File: src/rtl/uc_secuencial.sv
// uc_secuencial: multi-cycle control unit for the 10-bit-PC microcontroller.
// Each instruction takes two cycles: FETCH lets the instruction and zero flag
// settle, and EXEC drives the decoded datapath strobes. The datapath commits
// its writes on the clock edge that ends EXEC. A run/step/halt handshake lets
// a host start, single-step and stop the core. A counter tracks the number of
// retired instructions.
module uc_secuencial #(
  parameter int unsigned CNT_W = 16
) (
  input  logic             clk,
  input  logic             reset,
  input  logic [5:0]       Opcode,
  input  logic             z,
  input  logic             run,
  input  logic             step,
  output logic             s_inc,
  output logic             s_inm,
  output logic             we3,
  output logic             wez,
  output logic [2:0]       Op,
  output logic             pc_we,
  output logic             halted,
  output logic             illegal,
  output logic [CNT_W-1:0] retired
);

  typedef enum logic [1:0] {
    S_HALT  = 2'd0,
    S_FETCH = 2'd1,
    S_EXEC  = 2'd2
  } state_t;

  state_t state;
  logic   one_shot;

  // Opcode class decode.
  logic op_alu;
  logic op_li;
  logic op_j;
  logic op_jz;
  logic op_jnz;
  logic op_halt;
  logic op_rsv;

  // Classify the opcode. NOP (010011) needs no flag: it takes the defaults.
  always_comb begin
    op_alu  = Opcode[5];
    op_li   = (Opcode[5:4] == 2'b00);
    op_j    = (Opcode == 6'b010000);
    op_jz   = (Opcode == 6'b010001);
    op_jnz  = (Opcode == 6'b010010);
    op_halt = (Opcode[5:2] == 4'b0101);
    op_rsv  = (Opcode[5:3] == 3'b011);
  end

  // Strobes come straight from the state. This way, an asynchronous reset
  // during EXEC drops every write enable at once, and no datapath write occurs
  // on the following edge.
  always_comb begin
    s_inc  = 1'b1;
    s_inm  = 1'b0;
    we3    = 1'b0;
    wez    = 1'b0;
    Op     = '0;
    pc_we  = 1'b0;
    halted = (state == S_HALT);
    if (state == S_EXEC) begin
      // A HALT opcode does not write the PC, so the PC stays on it.
      pc_we = ~op_halt;
      if (op_alu) begin
        Op  = Opcode[4:2];
        we3 = 1'b1;
        wez = 1'b1;
      end else if (op_li) begin
        we3   = 1'b1;
        s_inm = 1'b1;
      end else if (op_j) begin
        s_inc = 1'b0;
      end else if (op_jz) begin
        s_inc = ~z;
      end else if (op_jnz) begin
        s_inc = z;
      end
    end
  end

  // Sequencer: HALT -> FETCH -> EXEC -> (FETCH | HALT). This block also holds
  // the step latch, the sticky illegal flag and the retired-instruction
  // counter.
  always_ff @(posedge clk or negedge reset) begin
    if (!reset) begin
      state    <= S_HALT;
      one_shot <= 1'b0;
      illegal  <= 1'b0;
      retired  <= '0;
    end else begin
      case (state)
        S_HALT: begin
          if (run || step) begin
            state    <= S_FETCH;
            one_shot <= step;
          end
        end
        S_FETCH: begin
          state <= S_EXEC;
        end
        S_EXEC: begin
          one_shot <= 1'b0;
          if (!op_halt) begin
            retired <= retired + {{(CNT_W-1){1'b0}}, 1'b1};
          end
          if (op_rsv) begin
            illegal <= 1'b1;
          end
          if (op_halt || one_shot || !run) begin
            state <= S_HALT;
          end else begin
            state <= S_FETCH;
          end
        end
        default: begin
          state <= S_HALT;
        end
      endcase
    end
  end

endmodule
File: config.mk
export PLATFORM = sky130hd
export DESIGN_NAME = uc_secuencial
export DESIGN_NICKNAME = d
export VERILOG_FILES = /design/src/rtl/uc_secuencial.sv
export SDC_FILE = /design/constraint.sdc
export NUM_CORES = 1
export LEC_CHECK = 0
export CAP_MARGIN = 20
export CORE_AREA = 2 2 48 72
export CTS_CLUSTER_DIAMETER = 60
export DETAILED_ROUTE_END_ITERATION = 8
export DIE_AREA = 0 0 50 74
export GPL_ROUTABILITY_DRIVEN = 0
export PLACE_DENSITY = 0.74
export REMOVE_ABC_BUFFERS = 1
export SLEW_MARGIN = 10
export SYNTH_ARGS = -nofsm -noshare
export SYNTH_HDL_FRONTEND = slang
export SYNTH_SLANG_ARGS = --single-unit
File: constraint.sdc
create_clock -name clk -period 1.8 [get_ports clk]
set_input_delay 0.18 -clock clk [delete_from_list [all_inputs] [get_ports clk]]
set_output_delay 0.18 -clock clk [all_outputs]
set_load 0.02 [all_outputs]
Word level (Yosys, flattened, before mapping)
Cells that the tools add are included.
Widths: inputs -> output; s select.
{"block": "totals", "reg_bits": 20, "inputBits": 11, "output_inout_bits": 26, "word_cells": 46}
{"block": "classes", "n_addsub": 1, "eq_ne": 8, "mux": 21, "bitwise": 2, "reduce_logical": 10}
{"operator": "$eq 6x5->1 const B", "count": 3}
{"operator": "$add 16x1->16 const B", "count": 1}
{"operator": "$mux 1", "count": 16}
{"operator": "$mux 3", "count": 2}
{"operator": "$pmux 2 s3", "count": 1}
{"operator": "$reduce_and 2->1", "count": 3}
{"operator": "$eq 4x3->1 const B", "count": 1}
{"operator": "$logic_not 2->1", "count": 2}
{"operator": "$eq 3x2->1 const B", "count": 1}
{"operator": "$logic_or 1x1->1", "count": 3}
{"operator": "$eq 2x1->1 const B", "count": 1}
{"operator": "$eq 2x2->1 const B", "count": 1}
{"operator": "$mux 2", "count": 1}
{"operator": "$ne 2x1->1 const B", "count": 1}
{"operator": "$not 1->1", "count": 2}
{"operator": "$pmux 1 s2", "count": 1}
{"operator": "$reduce_bool 2->1", "count": 1}
{"operator": "$logic_not 1->1", "count": 1}

Logic depth before layout (Yosys ltp)
{"block": "depth", "ltp_word": 7, "ltp_mapped": 4, "depth_no_buf": 4}

Least setup slack after synthesis
No wires, ideal clock.
{"block": "synth_timing", "kind": "register -> register", "from": "register retired[3]", "to": "register retired[15]", "t_arrival_ns": 1.253, "t_required_ns": 1.721, "setup_slack_ns": 0.468, "stages_incl_launch_ff": 5, "path_buffers": 0, "period_less_slack_ns": 1.332, "path_cell_list": "dfrtp_1 and4_4 nand4_4 nor3_2 xor2_1"}
{"block": "synth_via", "elab_chain_cells": 1}
{"item": "from (decl)", "line_no": "24", "source": "output logic [CNT_W-1:0] retired"}
{"item": "from (signal assigned)", "line_no": "110", "source": "retired <= retired + {{(CNT_W-1){1'b0}}, 1'b1};"}
{"item": "$add 16x1->16", "line_no": "110"}
Every way passes these cells.
A chain may end at the register's enable or synchronous reset.

Worst setup path in the final report
{"block": "layout_timing", "from": "register state[0]", "to": "output halted"}
{"block": "layout_via", "elab_chain_cells": 1}
{"item": "from (decl)", "line_no": "33", "source": "state_t state;"}
{"item": "from (signal assigned)", "line_no": "92", "source": "state <= S_HALT;"}
{"item": "from (signal assigned)", "line_no": "100", "source": "state <= S_FETCH;"}
{"item": "from (signal assigned)", "line_no": "105", "source": "state <= S_EXEC;"}
{"item": "$logic_not 2->1", "line_no": "66", "source": "halted = (state == S_HALT);"}
{"item": "to (decl)", "line_no": "22", "source": "output logic halted,"}
Every way passes these cells.

==> impl_metrics.csv <==
group,metric,value,unit
status,status,"completed",
placed_design,dp_cells,176,
global_routing,grt_max_degree,21,
sta,tightest_slew,253,ps
detailed_routing,wl_per_cell,12.7,um
logic_synthesis,synth_seq_area_share,49.1,%
critical_path,cp.required,1620,ps
global_routing,grt_pass1_wl,4000,um
pwr,power.leakage,0.731,nW
die,start_util,32.9,%
layout,finish.net_count,153,
clocking,htree_levels,1,
logic_synthesis,syn_inst,91,
logic_synthesis,synth-async-reset-ratio,100,%
sta,finalSetupViolCount,0,
layout,layout_commonest_cell,"clkdlybuf4s50_1",
detailed_routing,ant_nets,0,
pwr,ir_drop,0.634,mV
sta,slew_headroom,83.1,%
clocking,clockRootBuffer,"clkbuf_8",
logic_synthesis,synth_edf_count,0,
clocking,cts_made_buffers,3,
detailed_routing,wirelength,2280,um
detailed_routing,vias,858,
logic_synthesis,netlist_area,0.00102,mm2
die,die_h,74,um
logic_synthesis,synthFlopType,"dfrtp_1",
layout,stdcell_count,180,
sta,timing.final.ws_setup,131,ps
clocking,clock_path_buffers,2,
die,core_area,0.00310,mm2
global_routing,grt_usage,14.0,%
sta,finalCritPeriodShare,92.7,%
sta,fmax,0.599,GHz
clocking,cts_hold_buf,0,
clocking,clk_latency,260,ps
clocking,cts_tree,"built",
global_routing,first_global_vias,888,
clocking,numClockSinks,20,
logic_synthesis,synthDistinctLibCells,28,
sta,hold_violations,0,
detailed_routing,drc_errors,0,
sta,slew_violations,0,
logic_synthesis,yosys_warnings,0,
detailed_routing,drt-initial-drc-count,19,
layout,drive_gt1_share,15.0,%
pwr,power_density,1140,mW/mm2
logic_synthesis,synth_seq_cells,20,
die,placementRows,25,
die,die_w,50,um
layout,area_growth,51.7,%
die,ios,37,
placed_design,dp_hpwl,1790,um
global_routing,grt-ovfl-total,0,
placed_design,numPortBuffers,36,
placed_design,pre_cts_ws,-30.4,ps
sta,grt_setup_unrepaired,"false",
global_routing,antenna_found_initial,0,
logic_synthesis,syn_area_per_cell,11.2,um2
critical_path,path_class,"register to output pin",
critical_path,crit_path_start_kind,"register",
sta,fin_skew,1.18,ps
worst_hold_path,hp-class,"primary input to asynchronous set/reset pin",
pwr,p_total,0.00177,W
flow_run,cap_violations,0,
layout,fillCellCount,292,
sta,period_needed,1670,ps
layout,final_cell_mix,"clkdlybuf4s50_1 (28), dfrtp_1 (20), nor2_1 (9), buf_4 (9), xnor2_1 (8)",
detailed_routing,via_per_inst,4.77,
critical_path,cp.arrival,1490,ps
critical_path,critPathMaxFanout,4,
critical_path,endpoint_kind,"output pin",
layout,diodes,0,
detailed_routing,first_pass_iters,4,
die,die_area,0.00370,mm2
clocking,clk_pin_slew,70,ps
Yosys cell counts, types with 2 or more instances:
cell type / n / area [um2]
and3_1: 7 / 43.8
nand4_4: 2 / 42.5
nand3_1: 4 / 20.0
nor2_1: 9 / 33.8
dfrtp_1: 20 / 500
xnor2_1: 8 / 70.1
inv_1: 4 / 15.0
nand4_1: 3 / 18.8
a21oi_1: 2 / 10.0
nand2_1: 7 / 26.3
nor3_2: 2 / 20.0
xor2_1: 7 / 61.3
area by class of cell:
type,instances,area (um2),share of cell area (%)
clock buffers,4,55.1,3.56
inverters,4,15.0,0.972
multi-input cells,67,503,32.6
flip-flops and latches,20,500,32.4
well taps,40,50.0,3.24
repair buffers,45,422,27.3
critical path, stage by stage, from the launching register on:
cell and delay (ps):
dfrtp_1 390, buf_4 150, nor2_1 90, clkdlybuf4s50_1 610
flip-flops by register name, indices dropped and copies added, names as in the netlist:
name,flops
retired,16
illegal,1
state,2
one_shot,1
metal layers:
| metal | wire length (um) | GRT usage [%] | up-vias |
|---|---|---|---|
| met5 | 0 | 0 | - |
| met4 | 44 | 6.48 | 0 |
| met3 | 128 | 2.21 | 5 |
| met2 | 1170 | 25.3 | 33 |
| met1 | 938 | 16.0 | 411 |
| li1 | - | - | 409 |
metrics by stage:
stage               TNS, ps  hold WS (ps)  instance area, um2  utilization (%)
global placement      -15.8           448                1500             48.3
finish                    0           251                1550             49.9
CTS                       0           263                1540             49.8
floorplan                 0          -116                1020                -
global route              0           290                1550             49.9
detailed placement    -30.4           446                1500             48.3
worst paths after layout:
check	from	endpoint	slack, ps	depth (start not counted)
hold reg to reg	illegal	illegal	460	1
hold / removal	reset	one_shot	250	2
setup / recovery	state[0]	halted	130	3
setup reg to reg	state[0]	retired[5]	440	5
max in group asynchronous	reset	retired[15]	1340	2
min in group clk	illegal	illegal	460	1
kinds of logic (layout without fill, tap and decap cells):
logic type	count (synthesis)	after routing	synth area share, %
XOR/XNOR	15	15	12.9
adder cells (fa/ha/maj)	1	1	1.23
flip-flops	20	20	49.1
AND/OR/NAND/NOR	43	43	29.5
AO/OA/AOI/OAI	6	6	3.69
multiplexers	2	2	2.09
buffers and inverters	4	53	1.47
power by group:
part | leakage (nW) | switching [W] | internal [W]
clock network | 0.0288 | 0.000148 | 0.000195
logic | 0.446 | 0.000393 | 0.000380
registers | 0.257 | 0.0000970 | 0.000554
total | 0.731 | 0.000638 | 0.00113
what timing repair did:
item / 4_1_cts / 5_1_grt
endpoints found under the setup margin: 7 / 1
gates resized for setup: 7 / 1
buffers inserted: 0 / 0
No activity file was read; power rests on OpenSTA's default activity.
==> variant 1 (same settings) <==
Make the reset (`reset`) synchronous in one clocked block. Comments in the files are not updated.
--- a/src/rtl/uc_secuencial.sv
+++ b/src/rtl/uc_secuencial.sv
@@ -88,5 +88,5 @@
   // the step latch, the sticky illegal flag and the retired-instruction
   // counter.
-  always_ff @(posedge clk or negedge reset) begin
+  always_ff @(posedge clk) begin
     if (!reset) begin
       state    <= S_HALT;
Formal check against the unedited RTL: differs if reset is asserted again (counterexample within 4 cycles, from zero or initial values and one cycle with reset low); with reset held inactive, the same outputs for 10 cycles.
==> variant 1 against the unedited design <==
- setup slack lost 0.040 ns
- count of clock-buffer cells in the layout shrank 1
- cell area grew 2.1%
- wire length grew 12%
- sequential cell count is the same
- worst hold slack gained 0.22 ns
- final cell count grew 14%
- area after synthesis shrank 0.74%
- critical path depth grew 2
- global-route usage grew 1.8 points
Power is not compared: it rests on default switching activity, and its combinational part moved more than twofold at a synthesized area within 25%.
==> variant 1: results (changes against the unedited design) <==
metric	value	unit	change
H-Tree Depth	1		unchanged
PortBufs	36		unchanged
post-DP HPWL	2000	um	was 1790 um
Root Driver	clkbuf_8		unchanged
CTS clk-pin slew, worst paths	0.08	ns	
Synth cell types	30		was 28
total CTS buffers	3		unchanged
Area after DPL	1500	sq um	about the same
post-CTS setup buffer count	0		unchanged
first-pass GRT wire length	4540	um	was 4000 um
Highest Signal Layer	met4		unchanged
fin nets	178		was 153
ys flop type	dfxtp_1		was dfrtp_1
initial detailed-routing violation count	19		unchanged
leak pwr	0.000729	uW	
later-pin clock latency in the skew report	0.26	ns	about the same
Via density	4.96		was 4.77
Fill cells	297		was 292
highest fanout seen on the critical path	5		was 4
DR WL met3	130	um	was 128 um
slowest stage cell, crit path	clkdlybuf4s50_1		unchanged
Seq/Total Area, Yosys	39.6	%	was 49.1%
Max stage delay on crit path	0.47	ns	was 0.61 ns
status	finished, final reports clean		unchanged
Metal-1 WL	1020	um	was 938 um
met2 capacity usage during global routing	29.1	%	was 25.3%
Multi-input gate area	602	sq um	was 503 sq um
commonest cells in the synthesized netlist	dfxtp_1, and2_1, nand2_1		was dfrtp_1, nor2_1, xnor2_1
M1 GR Usage	16.3	%	was 16.0%
initial antenna violation count	0		unchanged
pre-CTS setup slack	-0.185	ns	was -0.0304 ns
Post-synth ARST share	0	%	was 100%
number of global-route vias before repair	1062		was 888
Synth area leaders	dfxtp_1, xor2_1, and2_1, mux2i_1, nand3_1		was dfrtp_1, xnor2_1, xor2_1, and3_1, nand4_4
Pre-antenna DRT Iters	4		unchanged
Synth Warn #	0		unchanged
M3 GR Usage	3.21	%	was 2.21%
clock tree buffer depth	2		unchanged
max-slew headroom at the worst pin	69.9	%	was 83.1%
all-layer global routing usage	15.7	%	was 14.0%
diode count	0		unchanged
Setup Skew	0.00303	ns	was 0.00118 ns
DR WL/cell	12.5	um	was 12.7 um
Hold Path Class	reg -> reg		was in -> async
Peak VDD IR	0.000347	V	
pin count of the biggest net entering global routing	25		was 21
layout cell share with drive strength beyond 1	12.1	%	was 15.0%
met2 wire length	1380	um	was 1170 um
Crit path max-delay family	simple AND/OR/NAND/NOR gates		was buffers and inverters
biggest regs	retired: 16 flops, state: 2 flops		unchanged
## variant 1: final cells by class
type / instances / share of cell area, %
clock buffer: 3 / 2.62
clock inverter: 1 / 1.90
multi-input combinational: 92 / 38.1
sequential: 20 / 25.4
tap: 40 / 3.17
timing repair buffer: 49 / 28.8
## variant 1: what timing repair did
| item | in CTS | in global routing |
|---|---|---|
| hold endpoints to repair | 0 | 0 |
| endpoints found under the setup margin | 8 | 2 |
| hold buffers | 0 | 0 |
| gates resized for setup | 8 | 3 |
## variant 1: report_power, final
group          total (uW)  switching, uW  internal [uW]
clock                 447            151            297
combinational         117           54.5           62.9
sequential            458           7.83            450
## variant 1: worst register-to-register path, cell delays in order (launching register included)
cell and delay [ns]:
dfxtp_1 0.35, ha_1 0.19, nand3_1 0.15, or3_4 0.38, or4_1 0.40, a21boi_1 0.17
## variant 1: path summary, 6_finish.rpt
kind                    start          end  slack, ns  depth (start not counted)
setup / recovery    Opcode[5]  retired[14]       0.09                          5
hold / removal    retired[15]  retired[15]       0.47                          2
setup reg to reg   retired[0]  retired[14]       0.10                          5
hold reg to reg   retired[15]  retired[15]       0.47                          2
## variant 1: cell families (layout without fill, tap and decap cells)
group | count (synthesis) | after routing | share of synthesized area [%]
compound gates | 11 | 11 | 7.05
xor+xnor | 9 | 9 | 7.80
fa+ha+maj | 1 | 1 | 1.24
buf+inv | 4 | 53 | 1.61
flops | 20 | 20 | 39.6
mux | 5 | 5 | 4.95
simple gates | 66 | 66 | 37.7
## variant 1: stage by stage
stage               TNS (ns)  cells
CTS                        0    205
global route               0    205
detailed placement    -0.528    201
floorplan                  0    112
finish                     0    205
global placement      -0.333    201
==> variant 2 (config.mk and constraints unchanged) <==
Made on the original files. The parameter `CNT_W` goes from 16 to 24.
--- a/src/rtl/uc_secuencial.sv
+++ b/src/rtl/uc_secuencial.sv
@@ -6,5 +6,5 @@
 // retired instructions.
 module uc_secuencial #(
-  parameter int unsigned CNT_W = 16
+  parameter int unsigned CNT_W = 24
 ) (
   input  logic             clk,
Ports: changed (resized retired); port bits go from 37 to 45. The function was not compared with the original's and may differ.
==> variant 2 against the unedited design <==
- first-iteration DRC count grew 58%
- sequential power is 29% higher
- sequential cell count up 8
- highest routed layer unchanged
- synthesized cell count rose by 37%
- wire length grew 35%
- critical path depth did not move
- clock power increased by 43%
- area after synthesis grew 34%
- cell area up 27%
- final cell count increased by 22%
- clock skew grew 0.0094 ns
- power is 18% higher
- setup slack worse by 0.032 ns
==> variant 2: results (changes against the unedited design) <==
metric	value	unit	change
status	finished, final reports clean		unchanged
Root Driver	clkbuf_8		unchanged
initial antenna violation count	0		unchanged
H-Tree Depth	1		unchanged
DR WL/cell	14.0	um	was 12.7 um
Seq/Total Area, Yosys	51.2	%	was 49.1%
final worst hold slack	0.277	ns	was 0.251 ns
number of global-route vias before repair	1092		was 888
post-CTS setup buffer count	0		unchanged
total CTS buffers	3		unchanged
Area after DPL	1900	sq um	was 1500 sq um
Setup Skew	0.0105	ns	was 0.00118 ns
leak pwr	0.000884	uW	was 0.000731 uW
Pre-antenna DRT Iters	4		unchanged
all-layer global routing usage	17.9	%	was 14.0%
reg2reg setup slack	0.35	ns	was 0.44 ns
DR WL met3	78	um	was 128 um
initial detailed-routing violation count	30		was 19
Worst Max-Slew Pin Slew	0.353	ns	was 0.253 ns
layout cell share with drive strength beyond 1	9.50	%	was 15.0%
pin count of the biggest net entering global routing	29		was 21
Peak VDD IR	0.000949	V	was 0.000634 V
post-DP HPWL	2390	um	was 1790 um
Highest Signal Layer	met4		unchanged
clock tree buffer depth	2		unchanged
ys flop type	dfrtp_1		unchanged
fin nets	192		was 153
Hold Path Class	in -> async		unchanged
CTS clk-pin slew, worst paths	0.10	ns	was 0.07 ns
diode count	0		unchanged
Data arrival, critical path	1.52	ns	was 1.49 ns
later-pin clock latency in the skew report	0.28	ns	was 0.26 ns
Via density	5.17		was 4.77
Post-synth ARST share	100	%	unchanged
Synth area leaders	dfrtp_1, xnor2_1, and3_1, nand4_1, nand3_1		was dfrtp_1, xnor2_1, xor2_1, and3_1, nand4_4
met2 wire length	1720	um	was 1170 um
highest fanout seen on the critical path	4		unchanged
Synth Warn #	0		unchanged
PortBufs	44		was 36
Metal-1 WL	1210	um	was 938 um
first-pass GRT wire length	5020	um	was 4000 um
biggest regs	retired: 24 flops, state: 2 flops		was retired: 16 flops, state: 2 flops
commonest cells in the synthesized netlist	dfrtp_1, xnor2_1, and3_1		was dfrtp_1, nor2_1, xnor2_1
Synth cell types	28		unchanged
-- variant 2: cell types whose count changed after synthesis, moves of 4 or more --
| cell | change |
|---|---|
| nand3_1 | +5 |
| xnor2_1 | +13 |
| dfrtp_1 | +8 |
| and2_1 | +6 |
| nand4_1 | +7 |
| and3_1 | +4 |
| xor2_1 | -5 |
-- variant 2: report_power, final --
group	total (uW)	switching (uW)	leakage, uW	internal [uW]
Sequential	837	103	0.000374	734
Clock	489	191	0.0000357	298
Combinational	762	394	0.000474	368
-- variant 2: final timing paths --
kind / end / cells after the start / start
min reg2reg: illegal / 1 / illegal
max in group asynchronous: retired[15] / 2 / reset
min: retired[4] / 2 / reset
max reg2reg: retired[18] / 4 / state[0]
min in group clk: illegal / 1 / illegal
max: halted / 3 / state[0]
-- variant 2: cell families (layout without fill, tap and decap cells) --
logic type                 Yosys count  count (layout)  share of synthesized area [%]
DFF                                 28              28                           51.2
buffers and inverters                5              59                           2.01
muxes                                2               2                           1.56
adders and majority gates            1               1                          0.915
xor gates and xnor gates            23              23                           14.7
AOI/OAI and AO/OA                    5               5                           2.56
and+or+nand+nor                     61              61                           27.0
-- variant 2: cell type report --
cell class / instances / area (sq um)
inverters: 3 / 11.3
clock buffers: 3 / 41.3
clock inverters: 1 / 30.0
repair buffers: 52 / 492
well taps: 40 / 50.0
flip-flops and latches: 28 / 701
multi-input cells: 92 / 641
fillers: 254 / 1130
-- variant 2: routing by layer --
metal,up-vias,track usage [%]
met5,-,0
met4,0,10.2
met3,4,2.61
met2,24,31.7
met1,559,20.4
li1,546,-
-- variant 2: metrics by stage --
| step | setup slack, ns | cells |
|---|---|---|
| 3_3_place_gp | -0.0266 | 215 |
| 6_report | 0.0985 | 219 |
| 5_1_grt | 0.0181 | 219 |
| 2_1_floorplan | 0.242 | 123 |
| 3_5_place_dp | -0.0246 | 215 |
| 4_1_cts | 0.0275 | 219 |
-- variant 2: critical path: stages (launching register included) --
cell and delay, ns:
dfrtp_1 0.40, buf_4 0.15, nor2_1 0.09, clkdlybuf4s50_1 0.61
-- variant 2: timing repair --
action	in CTS	in global routing
cloned	0	0
resized for setup	8	2
endpoints found under the setup margin	8	1
